`config.mk`:
```
export PLATFORM = sky130hd
export DESIGN_NAME = idli_urx_m
export DESIGN_NICKNAME = d
export VERILOG_FILES = /design/src/rtl/idli_pkg.sv /design/src/rtl/idli_urx_fifo_m.sv /design/src/rtl/idli_urx_m.sv
export SDC_FILE = /design/constraint.sdc
export NUM_CORES = 1
export LEC_CHECK = 0
export ABC_AREA = 1
export BUFFER_PORTS_ARGS = -buffer_cell sky130_fd_sc_hd__buf_2
export CAP_MARGIN = 20
export CORE_MARGIN = 2
export CORE_UTILIZATION = 49
export DETAILED_ROUTE_END_ITERATION = 7
export PLACE_DENSITY = 0.68
export SETUP_SLACK_MARGIN = 0.15
export SKIP_LAST_GASP = 1
export SYNTH_ARGS = -nofsm -noshare
export SYNTH_HDL_FRONTEND = slang
export SYNTH_SLANG_ARGS = --single-unit
```
`constraint.sdc`:
```
create_clock -name i_urx_gck -period 1.8 [get_ports i_urx_gck]
set_input_delay 0.36 -clock i_urx_gck [delete_from_list [all_inputs] [get_ports i_urx_gck]]
set_output_delay 0.36 -clock i_urx_gck [all_outputs]
set_load 0.01 [all_outputs]
```
`src/rtl/idli_pkg.sv`:
```
// Shared types for the idli core: slice/counter types and the UART receiver state set.
package idli_pkg;

  typedef logic [3:0] slice_t;
  typedef logic [1:0] ctr_t;
  typedef logic [7:0] byte_t;

  typedef enum logic [2:0] {
    URX_IDLE,
    URX_START,
    URX_DATA,
    URX_STOP,
    URX_BREAK
  } urx_state_t;

  // Slice N of a byte zero-extended to a 16-bit word.
  function automatic slice_t urx_slice(input byte_t b, input ctr_t c);
    slice_t s;
    s = '0;
    case (c)
      2'd0:    s = b[3:0];
      2'd1:    s = b[7:4];
      default: s = '0;
    endcase
    return s;
  endfunction

endpackage

```
`src/rtl/idli_urx_fifo_m.sv`:
```
// DEPTH-entry byte FIFO; a push into a full FIFO succeeds when a pop happens in the same cycle.
module idli_urx_fifo_m
  import idli_pkg::*;
#(
  parameter int DEPTH = 2
) (
  input  logic  clk,
  input  logic  rst_n,
  input  logic  push,
  input  byte_t push_data,
  input  logic  pop,
  output byte_t head,
  output logic  empty_nxt,
  output logic  drop
);

  localparam int AW = $clog2(DEPTH);
  localparam int CW = AW + 1;

  byte_t          mem [DEPTH];
  logic [AW-1:0]  wptr, rptr;
  logic [CW-1:0]  count, count_nxt;
  logic           full, empty, push_ok, pop_ok;

  assign full      = (count == CW'(DEPTH));
  assign empty     = (count == '0);
  assign pop_ok    = pop & ~empty;
  assign push_ok   = push & (~full | pop_ok);
  assign drop      = push & full & ~pop_ok;
  assign count_nxt = count + CW'(push_ok) - CW'(pop_ok);
  assign empty_nxt = (count_nxt == '0);
  assign head      = mem[rptr];

  always_ff @(posedge clk or negedge rst_n) begin
    if (!rst_n) begin
      wptr  <= '0;
      rptr  <= '0;
      count <= '0;
    end else begin
      if (push_ok) wptr <= wptr + AW'(1);
      if (pop_ok)  rptr <= rptr + AW'(1);
      count <= count_nxt;
    end
  end

  // Storage needs no reset: the count alone decides what is valid.
  always_ff @(posedge clk) begin
    if (push_ok) mem[wptr] <= push_data;
  end

endmodule

```
`src/rtl/idli_urx_m.sv`:
```
// UART 8N1 receiver: deserialises bytes into a FIFO and presents them to ex as 4-slice words.
module idli_urx_m
  import idli_pkg::*;
#(
  parameter int CLKS_PER_BIT = 16,
  parameter int DEPTH        = 2
) (
  input  logic       i_urx_gck,
  input  logic       i_urx_rst_n,
  input  ctr_t       i_urx_ctr,
  input  logic       i_urx_data,
  output slice_t     o_urx_data,
  output logic       o_urx_vld,
  input  logic       i_urx_acp,
  output logic       o_urx_ovf,
  output logic       o_urx_ferr,
  input  logic       i_urx_clr,
  output urx_state_t o_urx_state
);

  localparam int            TW     = $clog2(CLKS_PER_BIT);
  localparam logic [TW-1:0] HALF_T = TW'(CLKS_PER_BIT / 2 - 1);
  localparam logic [TW-1:0] LAST_T = TW'(CLKS_PER_BIT - 1);

  logic          rx_m, rx_s;
  urx_state_t    state_q, state_d;
  logic [TW-1:0] timer_q, timer_d;
  logic [2:0]    bitcnt_q, bitcnt_d;
  byte_t         shreg_q, shreg_d;
  logic          push_q, push_d, ferr_set;
  logic          vld_q, pop, empty_nxt, drop;
  byte_t         head;

  always_ff @(posedge i_urx_gck or negedge i_urx_rst_n) begin
    if (!i_urx_rst_n) begin
      rx_m     <= 1'b1;
      rx_s     <= 1'b1;
      state_q  <= URX_IDLE;
      timer_q  <= '0;
      bitcnt_q <= '0;
      shreg_q  <= '0;
      push_q   <= 1'b0;
    end else begin
      rx_m     <= i_urx_data;
      rx_s     <= rx_m;
      state_q  <= state_d;
      timer_q  <= timer_d;
      bitcnt_q <= bitcnt_d;
      shreg_q  <= shreg_d;
      push_q   <= push_d;
    end
  end

  always_comb begin
    state_d  = state_q;
    timer_d  = timer_q;
    bitcnt_d = bitcnt_q;
    shreg_d  = shreg_q;
    push_d   = 1'b0;
    ferr_set = 1'b0;
    unique case (state_q)
      URX_IDLE: begin
        if (!rx_s) begin
          state_d = URX_START;
          timer_d = '0;
        end
      end
      URX_START: begin
        if (timer_q == HALF_T) begin
          if (rx_s) begin
            state_d = URX_IDLE;
          end else begin
            state_d  = URX_DATA;
            timer_d  = '0;
            bitcnt_d = '0;
          end
        end else begin
          timer_d = timer_q + TW'(1);
        end
      end
      URX_DATA: begin
        if (timer_q == LAST_T) begin
          shreg_d = {rx_s, shreg_q[7:1]};
          timer_d = '0;
          if (bitcnt_q == 3'd7) state_d = URX_STOP;
          else                  bitcnt_d = bitcnt_q + 3'd1;
        end else begin
          timer_d = timer_q + TW'(1);
        end
      end
      URX_STOP: begin
        if (timer_q == LAST_T) begin
          timer_d = '0;
          if (rx_s) begin
            push_d  = 1'b1;
            state_d = URX_IDLE;
          end else begin
            ferr_set = 1'b1;
            state_d  = URX_BREAK;
          end
        end else begin
          timer_d = timer_q + TW'(1);
        end
      end
      URX_BREAK: begin
        // Stay here until the line returns high so a held-low line yields no frames.
        if (rx_s) state_d = URX_IDLE;
      end
      default: state_d = URX_IDLE;
    endcase
  end

  idli_urx_fifo_m #(.DEPTH(DEPTH)) u_fifo (
    .clk       (i_urx_gck),
    .rst_n     (i_urx_rst_n),
    .push      (push_q),
    .push_data (shreg_q),
    .pop       (pop),
    .head      (head),
    .empty_nxt (empty_nxt),
    .drop      (drop)
  );

  // Handshake: a word is offered for the whole ctr 0..3 window when vld=1 and is
  // consumed at the ctr==3 edge when acp=1; otherwise it is re-offered next window.
  assign pop = vld_q & (i_urx_ctr == 2'd3) & i_urx_acp;

  always_ff @(posedge i_urx_gck or negedge i_urx_rst_n) begin
    if (!i_urx_rst_n) begin
      vld_q      <= 1'b0;
      o_urx_ovf  <= 1'b0;
      o_urx_ferr <= 1'b0;
    end else begin
      if (i_urx_ctr == 2'd3) vld_q <= ~empty_nxt;
      if (drop)           o_urx_ovf <= 1'b1;
      else if (i_urx_clr) o_urx_ovf <= 1'b0;
      if (ferr_set)       o_urx_ferr <= 1'b1;
      else if (i_urx_clr) o_urx_ferr <= 1'b0;
    end
  end

  assign o_urx_vld   = vld_q;
  assign o_urx_data  = vld_q ? urx_slice(head, i_urx_ctr) : '0;
  assign o_urx_state = state_q;

endmodule
```
---- Word-level counts from Yosys, hierarchy flattened ----
Memory sizes are Yosys's and may differ from the RTL's.
Cells that the tools add are included.
storage, ports and cells
  ROM bits ................................ 0
  RAM bits ................................ 16
  bits in latches ......................... 0
  bits of input ports ..................... 7
  memories kept ........................... 1
  output and inout bits ................... 10
  logic and storage cells ................. 92
  register bits ........................... 28
operators by class
  shift-type cells ........................ 0
  div/mod/pow operators ................... 0
  reductions and logical operators ........ 12
  $lt $le $gt $ge ......................... 0
  muxes and demuxes ....................... 31
  add/sub/neg operators ................... 6
  multipliers ............................. 0
  bitwise operators ....................... 11
  equality and inequality tests ........... 18
memory list
  memory      words  width  read ports  clocked after Yosys merged registers in  write ports  line                   RTL
  u_fifo.mem  2      8      1           0                                        1            idli_urx_fifo_m.sv:20  byte_t mem [DEPTH];
operators with widths
  cell                   number
  $mux W3                11
  $mux W4                4
  $ne A2 B2 Y1 const B   8
  $pmux W3 S5            1
  $pmux W4 S3            1
  $mux W1                11
  $pmux W4 S2            1
  $and A1 B1 Y1          6
  $eq A3 B2 Y1 const B   2
  $eq A3 B3 Y1 const B   2
  $logic_not A2 Y1       3
  $pmux W3 S2            1
  $reduce_and A6 Y1      1
  $reduce_bool A2 Y1     3
  $reduce_and A5 Y1      1
  $add A4 B1 Y4 const B  1
  $eq A2 B2 Y1 const B   2
  $eq A4 B3 Y1 const B   1
  $eq A4 B4 Y1 const B   1
  $not A1 Y1             4
  $add A3 B1 Y3 const B  1
  $eq A3 B1 Y1 const B   1
  $logic_not A3 Y1       1
  $reduce_bool A3 Y1     1
  8 further kinds        9

---- Longest topological paths before layout ----
  depth after elaboration ................. 10
  depth in mapped cells ................... 11
  mapped depth without buffers ............ 11

---- Hierarchy ----
Synthesis repeated with hierarchy kept, for this count alone.
second synthesis, totals
  cells, all modules ...................... 247
  area, all modules ....................... 2178.3 um2
modules (own cells, without submodules)
  module           cells an instance  area an instance (um2)  instances
  idli_urx_m       173                1345.0                  1
  idli_urx_fifo_m  74                 833.3                   1

---- Worst setup path after synthesis ----
OpenSTA, ideal clock, no wires.
  path kind ............................... register -> register
  start ................................... register vld_q, in the netlist o_urx_vld
  end ..................................... memory u_fifo.mem[1][0] (netlist name) (enable)
  stages on the path, launching flop included .. 7
  setup time .............................. 374 ps
  data required time ...................... 1426 ps
  path slack .............................. 213 ps
  data arrival time ....................... 1213 ps
  cells stage by stage .................... dfrtp_1 nand2_1 inv_1 nand2_1 nand3_1 nand2_1 nor2_1
on the way
  longest elaborated chain between the ends .. 7
RTL lines
  element                        line                   RTL
  start: declaration             idli_urx_m.sv:31       logic vld_q, pop, empty_nxt, drop;
  start signal: assignment       idli_urx_m.sv:134      if (i_urx_ctr == 2'd3) vld_q <= ~empty_nxt;
  $and A1 B1 Y1 (2 in series)    idli_urx_m.sv:126      assign pop = vld_q & (i_urx_ctr == 2'd3) & i_urx_acp;
  $and A1 B1 Y1                  idli_urx_fifo_m.sv:27  assign pop_ok = pop & ~empty;
  $or A1 B1 Y1                   idli_urx_fifo_m.sv:28  assign push_ok = push & (~full | pop_ok);
  $and A1 B1 Y1                  idli_urx_fifo_m.sv:28
  $mux W1                        idli_urx_fifo_m.sv:48  if (push_ok) mem[wptr] <= push_data;
  $mux W1 (not written as such)  idli_urx_fifo_m.sv:48
  end: declaration               idli_urx_fifo_m.sv:20
Every way passes these cells.

---- Worst setup path after layout ----
  start ................................... register u_fifo.rptr
  end ..................................... output o_urx_data[2]
on the way
  longest elaborated chain between the ends .. 3
RTL lines
  element                   line                   RTL
  start: declaration        idli_urx_fifo_m.sv:21  logic [AW-1:0] wptr, rptr;
  start signal: assignment  idli_urx_fifo_m.sv:41  if (pop_ok) rptr <= rptr + AW'(1);
  $mem_v2 Z2 W8             -
  $pmux W4 S2               idli_pkg.sv:20         case (c)
  $mux W4                   idli_urx_m.sv:143      assign o_urx_data = vld_q ? urx_slice(head, i_urx_ctr) : '0;
  end: declaration          idli_urx_m.sv:12       output slice_t o_urx_data,
Every way passes these cells.

==> flow_summary.yaml <==
yosys:
  synth-edff-count: 16
  syn_area_mm2: 0.00197
  ys_seq_elements: 44
  synth_nets: 202
  syn_inst: 191
  synth_seq_area_share_pct: 60.1
  netlist-cell-type-count: 31
  synth.avg_cell_area_um2: 10.3
  synthArstFlopShare_pct: 63.6
  yosys_warnings: 0
  ys.flop_type: "dfrtp_1"
power_and_ir_drop:
  power.total_mw: 2.93
  irDropWorstVdd_uv: 868
  leakage_nw: 1.09
  p_sw_share_pct: 36.1
  p_int_mw: 1.87
  clkPwrFrac_pct: 19.9
  powerDensity_mw_per_mm2: 1280
  combPwrFrac_pct: 34.9
  p_sw_mw: 1.06
  p_seq_share_pct: 45.2
sta:
  maxSlewViolCount: 0
  setup_ws_ns: 0.0975
  hold_viol: 0
  worstMarginPinSlew_ns: 0.618
  skew_ns: 0.00241
  finalCritPeriodShare_pct: 94.6
  rsz0062_at_grt: "yes"
  setup_tns_ns: 0
  max_freq_ghz: 0.587
  period_needed_ns: 1.70
  setup_violations: 0
  slew_headroom_pct: 58.8
worst_setup_path:
  arrival_ns: 1.34
  worst_r2r_endpoint: "bitcnt_q[0]$_DFFE_PN0P_"
  rrSetupSlack_ns: 0.26
  critical_path_class: "reg2out"
  ff2ff_path_depth: 8
  worst_setup_path_end_kind: "output pin"
  crit_fanout: 6
  worstSetupStartpointType: "flip-flop"
  worstPathRequired_ns: 1.44
  r2r_start: "timer_q[0]$_DFFE_PN0P_"
finish:
  fillerInstances: 327
  antenna_cells: 0
  final_nets: 233
  drive_gt1_share_pct: 25.6
  seqCellArea_mm2: 0.00118
  syn_to_final_growth_pct: 16.1
  multiInputGateArea_um2: 691
status:
  status: "complete, no violations"
global_route:
  antenna_found_initial: 0
  grt_max_degree: 29
  grt.overflow.total: 0
  grt_pass1_vias: 1243
  groute.usage.overall_pct: 17.1
  grt_pass1_wl_mm: 5.58
clocking:
  clkLatencyLatePin_ns: 0.29
  clk_path_buf_depth: 2
  root_buffer: "clkbuf_8"
  cts_inserted_buffers: 5
  clock-sinks: 44
  holdBufCountCts: 0
  h-tree-depth: 2
  cts_tree: "yes"
  path_clk_slew_ns: 0.08
floorplanning:
  die_w_um: 67.4
  fp-row-count: 23
  die_height_um: 67.4
  pin_count: 17
  start_util_pct: 50.0
  core_region_area_mm2: 0.00394
  dieArea_mm2: 0.00454
routing:
  route.detailed.drc: 0
  drtIter0Drc: 61
  ant_nets: 0
  routed_wl_mm: 3.44
  first_pass_iters: 4
  dr_total_vias: 1366
  wl_per_cell_um: 12.6
  viasPerCell: 5.00
min_path:
  hold_path_class: "in2async"
placement:
  place_ws_ns: 0.128
  globalplace.congestion: 0.794
  io_buffer_count: 16
  hpwl_mm: 2.29
run:
  cap_violations: 0
[cell families after synthesis]
logic type      count (synthesis)  share of synthesized area, %
simple gates                   73                          16.4
flops                          44                          60.1
compound gates                 32                          9.59
buf+inv                        30                          6.48
mux                             6                          4.00
fa+ha+maj                       4                          2.54
xor+xnor                        2                         0.890
[cell usage in the layout, fill, tap and decap left out, types with 2 or more instances in the layout]
cell      instances
buf_6             2
a21oi_1           8
o21a_1            3
o21ai_0           7
nand3_1          12
mux2_4            3
ha_1              4
dfstp_2           2
o21ai_1           5
nand4_1           2
mux2_2            3
dfrtp_1          25
nor2_2            3
clkinv_2          2
buf_2            16
edfxtp_1         16
buf_4             7
nand2_1          32
inv_1            25
nor2_1           18
o21ai_2           3
clkbuf_8          5
inv_4             2
nor2_4            3
[cell usage after synthesis (all sizes together), types with 2 or more instances]
| library cell | number | area share (%) |
|---|---|---|
| a21oi | 9 | 2.3 |
| dfrtp | 26 | 33 |
| edfxtp | 16 | 24 |
| dfstp | 2 | 2.7 |
| o21ai | 15 | 4.2 |
| mux2 | 6 | 4.0 |
| nor2 | 23 | 5.1 |
| ha | 4 | 2.5 |
| nand3 | 12 | 3.0 |
| nand2 | 34 | 7.0 |
| inv | 28 | 5.5 |
| buf | 2 | 1.0 |
| o21a | 3 | 1.1 |
| nand4 | 2 | 0.64 |
[critical path, cell delays in order, from the launching register on]
cell	delay, ns
dfrtp_2	0.45
buf_6	0.14
a21oi_2	0.04
a221oi_2	0.25
buf_2	0.17
[state kept, by name, indices dropped and copies added (netlist names)]
| signal | flops |
|---|---|
| u_fifo.mem | 16 |
| o_urx_vld | 1 |
| u_fifo.wptr | 1 |
| o_urx_ovf | 1 |
| timer_q | 4 |
| u_fifo.rptr | 1 |
| o_urx_ferr | 1 |
| rx_s | 1 |
| o_urx_state | 3 |
| push_q | 1 |
| u_fifo.count | 2 |
| shreg_q | 8 |
| bitcnt_q | 3 |
| rx_m | 1 |
[repair_timing]
item | 4_1_cts | 5_1_grt
cloned | 0 | 1
buffers inserted | 3 | 2
endpoints found under the setup margin | 4 | 12
pin swaps | 6 | 3
gates resized for setup | 10 | 8
[cell type report]
| class | instances | share of cell area (%) |
|---|---|---|
| clock buffer | 5 | 3.01 |
| clock inverter | 3 | 0.602 |
| inverter | 28 | 4.82 |
| multi-input combinational | 118 | 30.2 |
| sequential | 44 | 51.8 |
| tap | 50 | 2.74 |
| timing repair buffer | 25 | 6.79 |
[layer usage]
metal / vias up / GRT usage, % / share of wire [%] / routed length, um
met5: - / 0 / 0 / 0
met4: 0 / 8.42 / 1.7 / 57
met3: 5 / 5.17 / 4.5 / 156
met2: 29 / 27.1 / 49 / 1670
met1: 629 / 21.2 / 45 / 1560
li1: 703 / - / - / -
[how the worst max path moves through the flow]
stage                                        from                         end  slack (ns)  depth (start not counted)
after floorplan             o_urx_vld$_DFFE_PN0N_  u_fifo.mem[1][0]$_DFFE_PP_        0.21                          6
after global placement               i_urx_ctr[0]       o_urx_vld$_DFFE_PN0N_        0.19                         12
after detailed placement             i_urx_ctr[0]       o_urx_vld$_DFFE_PN0N_        0.13                         12
after CTS                 u_fifo.rptr$_DFFE_PN0P_               o_urx_data[2]        0.12                          4
after global routing      u_fifo.rptr$_DFFE_PN0P_               o_urx_data[3]        0.02                          5
final                     u_fifo.rptr$_DFFE_PN0P_               o_urx_data[2]         0.1                          4
[power by group through the flow]
| stage | sequential (mW) | clock, mW | combinational, mW |
|---|---|---|---|
| after floorplan | 1.31 | 0 | 0.661 |
| after global placement | 1.34 | 0 | 0.853 |
| after detailed placement | 1.35 | 0 | 0.866 |
| after CTS | 1.33 | 0.603 | 0.962 |
| after global routing | 1.35 | 0.642 | 1.16 |
| final | 1.32 | 0.584 | 1.02 |
[metrics by stage]
stage	std cells	util (%)	hold slack, ns	cell area (um2)
detailed placement	259	53.8	0.349	2120
CTS	270	56.9	0.0939	2240
finish	273	58.0	0.0765	2290
global placement	259	53.8	0.346	2120
floorplan	191	-	0.0644	1970
global route	273	58.0	0.121	2290
(Power assumes the default switching activity.)
